[config.mk]
export PLATFORM = sky130hd
export DESIGN_NAME = display_arbiter
export DESIGN_NICKNAME = d
export VERILOG_FILES = /design/src/rtl/display_arbiter_pkg.sv /design/src/rtl/display_arbiter_seg7_decode.sv /design/src/rtl/display_arbiter.sv
export SDC_FILE = /design/constraint.sdc
export NUM_CORES = 1
export LEC_CHECK = 0
export ABC_AREA = 1
export CORE_MARGIN = 2
export CORE_UTILIZATION = 56
export DETAILED_ROUTE_END_ITERATION = 10
export HOLD_SLACK_MARGIN = 0.03
export PLACE_DENSITY = 0.8
export SYNTH_ARGS = -nofsm -noshare
export SYNTH_HDL_FRONTEND = slang
export SYNTH_SLANG_ARGS = --single-unit
[constraint.sdc]
create_clock -name clock -period 2.2 [get_ports clock]
set_input_delay 0.33 -clock clock [delete_from_list [all_inputs] [get_ports clock]]
set_output_delay 0.33 -clock clock [all_outputs]
set_load 0.01 [all_outputs]
[src/rtl/display_arbiter_pkg.sv]
// Shared types and constants for the display arbiter: FSM states, segment codes,
// register widths and the double-dabble step used by the binary-to-BCD converter.
package display_pkg;

  localparam int BIN_W = 16;
  localparam int BCD_W = 20;

  localparam logic [6:0] SEG_BLANK = 7'h7F;
  localparam logic [6:0] SEG_DASH  = 7'h3F;

  typedef enum logic [2:0] {
    ST_IDLE  = 3'd0,
    ST_LOAD  = 3'd1,
    ST_SHIFT = 3'd2,
    ST_DONE  = 3'd3,
    ST_HOLD  = 3'd4
  } state_e;

  // One double-dabble iteration: bias every nibble >= 5 by 3, then shift in bit_in.
  function automatic logic [BCD_W-1:0] dabble_step(input logic [BCD_W-1:0] bcd,
                                                   input logic             bit_in);
    logic [BCD_W-1:0] res;
    res = bcd;
    for (int i = 0; i < BCD_W / 4; i++) begin
      if (bcd[4*i +: 4] >= 4'd5) begin
        res[4*i +: 4] = bcd[4*i +: 4] + 4'd3;
      end else begin
        res[4*i +: 4] = bcd[4*i +: 4];
      end
    end
    return (res << 1) | BCD_W'(bit_in);
  endfunction

endpackage

[src/rtl/display_arbiter_seg7_decode.sv]
// Combinational BCD digit to active-low seven-segment pattern, bit order {g,f,e,d,c,b,a}.
// Non-decimal codes show nothing.
module seg7_decode
  import display_pkg::*;
(
  input  logic [3:0] bcd_i,
  output logic [6:0] seg_o
);

  // Digit lookup
  always_comb begin
    seg_o = SEG_BLANK;
    case (bcd_i)
      4'd0:    seg_o = 7'h40;
      4'd1:    seg_o = 7'h79;
      4'd2:    seg_o = 7'h24;
      4'd3:    seg_o = 7'h30;
      4'd4:    seg_o = 7'h19;
      4'd5:    seg_o = 7'h12;
      4'd6:    seg_o = 7'h02;
      4'd7:    seg_o = 7'h78;
      4'd8:    seg_o = 7'h00;
      4'd9:    seg_o = 7'h10;
      default: seg_o = SEG_BLANK;
    endcase
  end

endmodule

[src/rtl/display_arbiter.sv]
// Round-robin arbiter sharing a four-digit seven-segment display between OUT and IN
// requests. Define DISPLAY_ARBITER_BLANK_EN to blank leading zero digits.
module display_arbiter
  import display_pkg::*;
#(
  parameter int unsigned HOLD_CYCLES = 32'd50000000
) (
  input  logic             clock,
  input  logic             reset,
  input  logic             out_req,
  input  logic [BIN_W-1:0] out_value,
  input  logic             in_req,
  input  logic [BIN_W-1:0] in_value,
  output logic             out_ack,
  output logic             in_ack,
  output logic             busy,
  output logic             src,
  output logic             overflow,
  output logic [6:0]       seg3,
  output logic [6:0]       seg2,
  output logic [6:0]       seg1,
  output logic [6:0]       seg0
);

  localparam int unsigned HOLD_W = (HOLD_CYCLES > 32'd1) ? $clog2(HOLD_CYCLES) : 32'd1;
  localparam logic [HOLD_W-1:0] HOLD_LAST =
    HOLD_W'((HOLD_CYCLES > 32'd1) ? (HOLD_CYCLES - 32'd1) : 32'd0);

  state_e             state_q;
  logic [BIN_W-1:0]   bin_q;
  logic [BCD_W-1:0]   bcd_q;
  logic [3:0]         shift_cnt_q;
  logic [HOLD_W-1:0]  hold_cnt_q;
  logic               grant_out_q;
  logic               last_out_q;
  logic               out_ack_q;
  logic               in_ack_q;
  logic               busy_q;
  logic               src_q;
  logic               ovf_q;
  logic [6:0]         seg_q [4];

  logic [BIN_W-1:0]   bin_d;
  logic [BCD_W-1:0]   bcd_d;
  logic               grant_out_s;
  logic               ovf_s;
  logic [6:0]         dig_seg_s  [4];
  logic [6:0]         seg_next_s [4];

  // Next shift-register contents and the arbitration decision
  always_comb begin
    bcd_d       = dabble_step(bcd_q, bin_q[BIN_W-1]);
    bin_d       = bin_q << 1;
    grant_out_s = out_req & (~in_req | ~last_out_q);
  end

  genvar g;
  for (g = 0; g < 4; g++) begin : g_dec
    seg7_decode u_dec (
      .bcd_i (bcd_d[4*g +: 4]),
      .seg_o (dig_seg_s[g])
    );
  end

  // Segment images for the value completing this cycle (valid on the last shift)
  always_comb begin
    ovf_s = (bcd_d[19:16] != 4'd0);
    for (int k = 0; k < 4; k++) begin
      seg_next_s[k] = dig_seg_s[k];
    end
    if (ovf_s) begin
      for (int k = 0; k < 4; k++) begin
        seg_next_s[k] = SEG_DASH;
      end
    end else begin
`ifdef DISPLAY_ARBITER_BLANK_EN
      seg_next_s[3] = (bcd_d[15:12] == 4'd0)  ? SEG_BLANK : dig_seg_s[3];
      seg_next_s[2] = (bcd_d[15:8]  == 8'd0)  ? SEG_BLANK : dig_seg_s[2];
      seg_next_s[1] = (bcd_d[15:4]  == 12'd0) ? SEG_BLANK : dig_seg_s[1];
      seg_next_s[0] = dig_seg_s[0];
`else
      for (int k = 0; k < 4; k++) begin
        seg_next_s[k] = dig_seg_s[k];
      end
`endif
    end
  end

  // Control FSM with registered display and handshake outputs
  always_ff @(posedge clock) begin
    if (!reset) begin
      state_q     <= ST_IDLE;
      bin_q       <= '0;
      bcd_q       <= '0;
      shift_cnt_q <= 4'd0;
      hold_cnt_q  <= '0;
      grant_out_q <= 1'b0;
      last_out_q  <= 1'b0;
      out_ack_q   <= 1'b0;
      in_ack_q    <= 1'b0;
      busy_q      <= 1'b0;
      src_q       <= 1'b0;
      ovf_q       <= 1'b0;
      for (int k = 0; k < 4; k++) begin
        seg_q[k] <= SEG_BLANK;
      end
    end else begin
      case (state_q)
        ST_IDLE: begin
          if (out_req || in_req) begin
            grant_out_q <= grant_out_s;
            last_out_q  <= grant_out_s;
            busy_q      <= 1'b1;
            state_q     <= ST_LOAD;
          end else begin
            state_q     <= ST_IDLE;
          end
        end
        ST_LOAD: begin
          bin_q       <= grant_out_q ? out_value : in_value;
          bcd_q       <= '0;
          shift_cnt_q <= 4'd0;
          state_q     <= ST_SHIFT;
        end
        ST_SHIFT: begin
          bin_q       <= bin_d;
          bcd_q       <= bcd_d;
          shift_cnt_q <= shift_cnt_q + 4'd1;
          if (shift_cnt_q == 4'd15) begin
            for (int k = 0; k < 4; k++) begin
              seg_q[k] <= seg_next_s[k];
            end
            src_q     <= grant_out_q;
            ovf_q     <= ovf_s;
            out_ack_q <= grant_out_q;
            in_ack_q  <= ~grant_out_q;
            state_q   <= ST_DONE;
          end else begin
            state_q   <= ST_SHIFT;
          end
        end
        ST_DONE: begin
          out_ack_q  <= 1'b0;
          in_ack_q   <= 1'b0;
          hold_cnt_q <= '0;
          state_q    <= ST_HOLD;
        end
        ST_HOLD: begin
          if (hold_cnt_q == HOLD_LAST) begin
            busy_q  <= 1'b0;
            state_q <= ST_IDLE;
          end else begin
            hold_cnt_q <= hold_cnt_q + HOLD_W'(1);
          end
        end
        default: begin
          out_ack_q <= 1'b0;
          in_ack_q  <= 1'b0;
          busy_q    <= 1'b0;
          state_q   <= ST_IDLE;
        end
      endcase
    end
  end

  assign out_ack  = out_ack_q;
  assign in_ack   = in_ack_q;
  assign busy     = busy_q;
  assign src      = src_q;
  assign overflow = ovf_q;
  assign seg3     = seg_q[3];
  assign seg2     = seg_q[2];
  assign seg1     = seg_q[1];
  assign seg0     = seg_q[0];

endmodule

==> impl_metrics.csv <==
group,metric,value,unit
place,hpwl,9598,um
clock_network,cts_inserted_buffers,9,
clock_network,h-tree-depth,3,
clock_network,clk_latency,0.38,ns
worst_setup_path,cp_cell_sequence,"inv_1 -> ha_1 -> inv_1 -> nand2_1 -> nand3_1 -> xor2_1 -> nor2_1 -> nand2_2 -> inv_1 -> nor2_1 -> a21oi_1",
die,initial_utilization,57.09,%
worst_setup_path,crit_arrival,2.18,ns
detailed_routing,top_layer,"met4",
worst_setup_path,reg2reg_from,"bcd_q[16]",
place,place_congestion,0.9237,
die,die_h,103.4,um
global_route,first_global_vias,4948,
global_route,grt_overflow,0,
worst_setup_path,critical_path_class,"reg -> reg",
run,max_cap_violations,0,
timing,post-route-min-period,2.059,ns
timing,finalHoldViolCount,0,
place,io_buffers,68,
finish,area_growth,21.43,%
worst_setup_path,r2r_cells,11,
worst_setup_path,worst-path-stages,11,
timing,setup_slack,0.1409,ns
detailed_routing,wl_met2,6341,um
detailed_routing,drcViolationCount,0,
pwr,power_leakage,2.460,nW
worst_hold_path,min_path_type,"reg -> reg",
worst_setup_path,crit_family,"simple AND/OR/NAND/NOR gates",
die,core-area,0.009684,mm2
detailed_routing,drt_pre_antenna_iters,5,
clock_network,cts-root-buf,"clkbuf_8",
timing,worst_slew_pin_slew,0.5936,ns
worst_hold_path,hp-start,"bin_q[0]",
finish,fill_cells,828,
detailed_routing,drt_iter0_drc,236,
detailed_routing,vias,5372,
logic_synthesis,ys_types,34,
worst_hold_path,hold_depth,2,
worst_setup_path,cp_slowest_cell,"dfxtp_1",
worst_setup_path,worstPathRequired,2.32,ns
logic_synthesis,ys_warn_count,0,
worst_setup_path,cp_common_cell,"inv_1",
timing,fmax,485.6,MHz
die,fp.dieW,103.4,um
worst_setup_path,crit_path_start_kind,"flop",
clock_network,cts.clk_slew.worst_paths,0.10,ns
detailed_routing,post_drt_wl_per_cell,12.92,um
finish,nets,919,
finish,drive_above_1_share,9.132,%
finish,mostFrequentLayoutCells,"nand2_1 (254), nor2_1 (100), dfxtp_1 (71), inv_1 (68), clkdlybuf4s50_1 (68)",
clock_network,ctsHoldBuffers,0,
clock_network,cts.sinks,103,
worst_setup_path,startpoint,"bcd_q[16]",
finish,n_antenna_cell,0,
global_route,grt_pass1_wl,21370,um
global_route,grt_max_degree,29,
logic_synthesis,postSynthAreaPerCell,6.990,um2
finish,multiInputGateArea,0.002854,mm2
detailed_routing,vias_per_cell,5.324,
worst_setup_path,reg2reg_slack,0.14,ns
worst_setup_path,cp_num_buf_inv,3,
global_route,antenna_found_initial,0,
timing,setup_tns,0,ns
pwr,p_per_area,546.9,mW/mm2
clock_network,cts.path.max_buffers,2,
place,pre_cts_ws,0.06328,ns
logic_synthesis,ys_seq_area_share,42.36,%
worst_setup_path,cp_max_fo,4,
die,num_io_pins,69,
logic_synthesis,synth.cell_area,0.005529,mm2
logic_synthesis,synth_nets,839,
pwr,ir_drop,0.3246,mV
logic_synthesis,syn_inst,791,
finish,stdcell_count,1009,
run_status,outcome,"finished clean",
place,placed_cell_area,0.006450,mm2
detailed_routing,wl_met1,5823,um
timing,finalMaxSlewViolations,0,
pwr,power.total,3.672,mW
place,dp.cells,992,
timing,finalCritPeriodShare,93.60,%
timing,relSlewSlack,60.01,%
finish,register_area,0.002347,mm2
timing,whs,0.4738,ns
worst_setup_path,cpPeakStageDelay,0.39,ns
finish,final_core_util,69.33,%
die,num_rows,36,
timing,finalSetupViolations,0,
detailed_routing,ant_nets,0,
detailed_routing,met3_length,589,um
worst_setup_path,worstSetupEndpointType,"flop",
detailed_routing,routed_wl,13040,um
finish,fin_area,0.006714,mm2
clock_network,cts_tree,"yes",
die,dieArea,0.01068,mm2
finish,final_common_cell,"nand2_1",
logic_synthesis,synth_seq_cells,103,
global_route,groute.usage.overall,24.93,%
timing,fin_skew,0.007604,ns
state kept, by name, indices dropped and copies added (netlist names):
signal / cells
bcd_q: 20
hold_cnt_q: 26
seg_q: 28
shift_cnt_q: 4
last_out_q: 1
busy: 1
in_ack: 1
state_q: 3
out_ack: 1
overflow: 1
bin_q: 16
src: 1
routing by layer:
layer	up-vias	track usage, %
met3	22	3.091
met2	156	42.73
met5	-	0
li1	2732	-
met1	2462	31.92
met4	0	10.02
worst min-delay path, delay by kind of cell, from the launching register on:
family,cells,cell delay (ns)
simple gates,1,0.06
compound gates,1,0.05
flops,1,0.32
area by class of cell:
| class | instances | share of cell area (%) |
|---|---|---|
| inverter | 79 | 4.417 |
| clock buffer | 12 | 2.311 |
| multi-input combinational | 587 | 42.51 |
| tap | 133 | 2.479 |
| clock inverter | 4 | 0.4286 |
| sequential | 103 | 34.96 |
| timing repair buffer | 91 | 12.90 |
what timing repair did:
item,CTS,global route
endpoints found under the setup margin,0,25
gates resized for setup,0,18
buffers inserted,0,1
cells in the mapped netlist:
master | n | area share, %
nor2_1 | 103 | 7.0
buf_2 | 5 | 0.45
o41ai_1 | 1 | 0.16
a311oi_1 | 14 | 2.2
inv_2 | 9 | 0.61
nand4_1 | 6 | 0.68
mux2i_1 | 1 | 0.18
inv_1 | 69 | 4.7
o21ai_1 | 13 | 1.2
o21ai_2 | 2 | 0.32
o211ai_1 | 4 | 0.54
edfxtp_1 | 28 | 15
nand2_2 | 2 | 0.23
o31ai_1 | 1 | 0.14
nand2_4 | 2 | 0.41
nor2_4 | 2 | 0.41
buf_4 | 4 | 0.54
nor2_2 | 6 | 0.68
nor3_1 | 5 | 0.45
buf_1 | 1 | 0.068
or2_2 | 2 | 0.23
nand3_2 | 1 | 0.18
dfxtp_1 | 75 | 27
nand2_1 | 254 | 17
ha_1 | 12 | 2.7
clkinv_1 | 1 | 0.068
xor2_1 | 9 | 1.4
o21ai_0 | 39 | 3.5
a211oi_1 | 2 | 0.27
nand3_1 | 45 | 4.1
nor3_4 | 3 | 0.88
clkbuf_1 | 12 | 0.81
a21oi_1 | 57 | 5.2
nor4_1 | 1 | 0.11
worst paths after layout:
check | endpoint
worst min-delay path | bin_q[0]
worst max-delay path | seg_q[2][6]
worst max register to register | seg_q[2][6]
worst min register to register | bin_q[0]
where the power goes:
part           switching (mW)  leakage, nW  total, mW  internal, mW
logic                   0.290         1.56      0.471         0.181
registers              0.0412        0.800       2.05          2.01
clock network           0.674       0.0973       1.15         0.480
total                    1.00         2.46       3.67          2.67
kinds of logic (layout without fill, tap and decap cells):
kind of cell	Yosys count	in the layout	synth area share, %
AND/OR/NAND/NOR	432	432	32.56
XOR/XNOR	9	9	1.426
adder cells (fa/ha/maj)	12	12	2.715
multiplexers	1	1	0.1810
buffers and inverters	101	186	7.241
flip-flops	103	103	42.36
AO/OA/AOI/OAI	133	133	13.51
(Power assumes the default switching activity.)
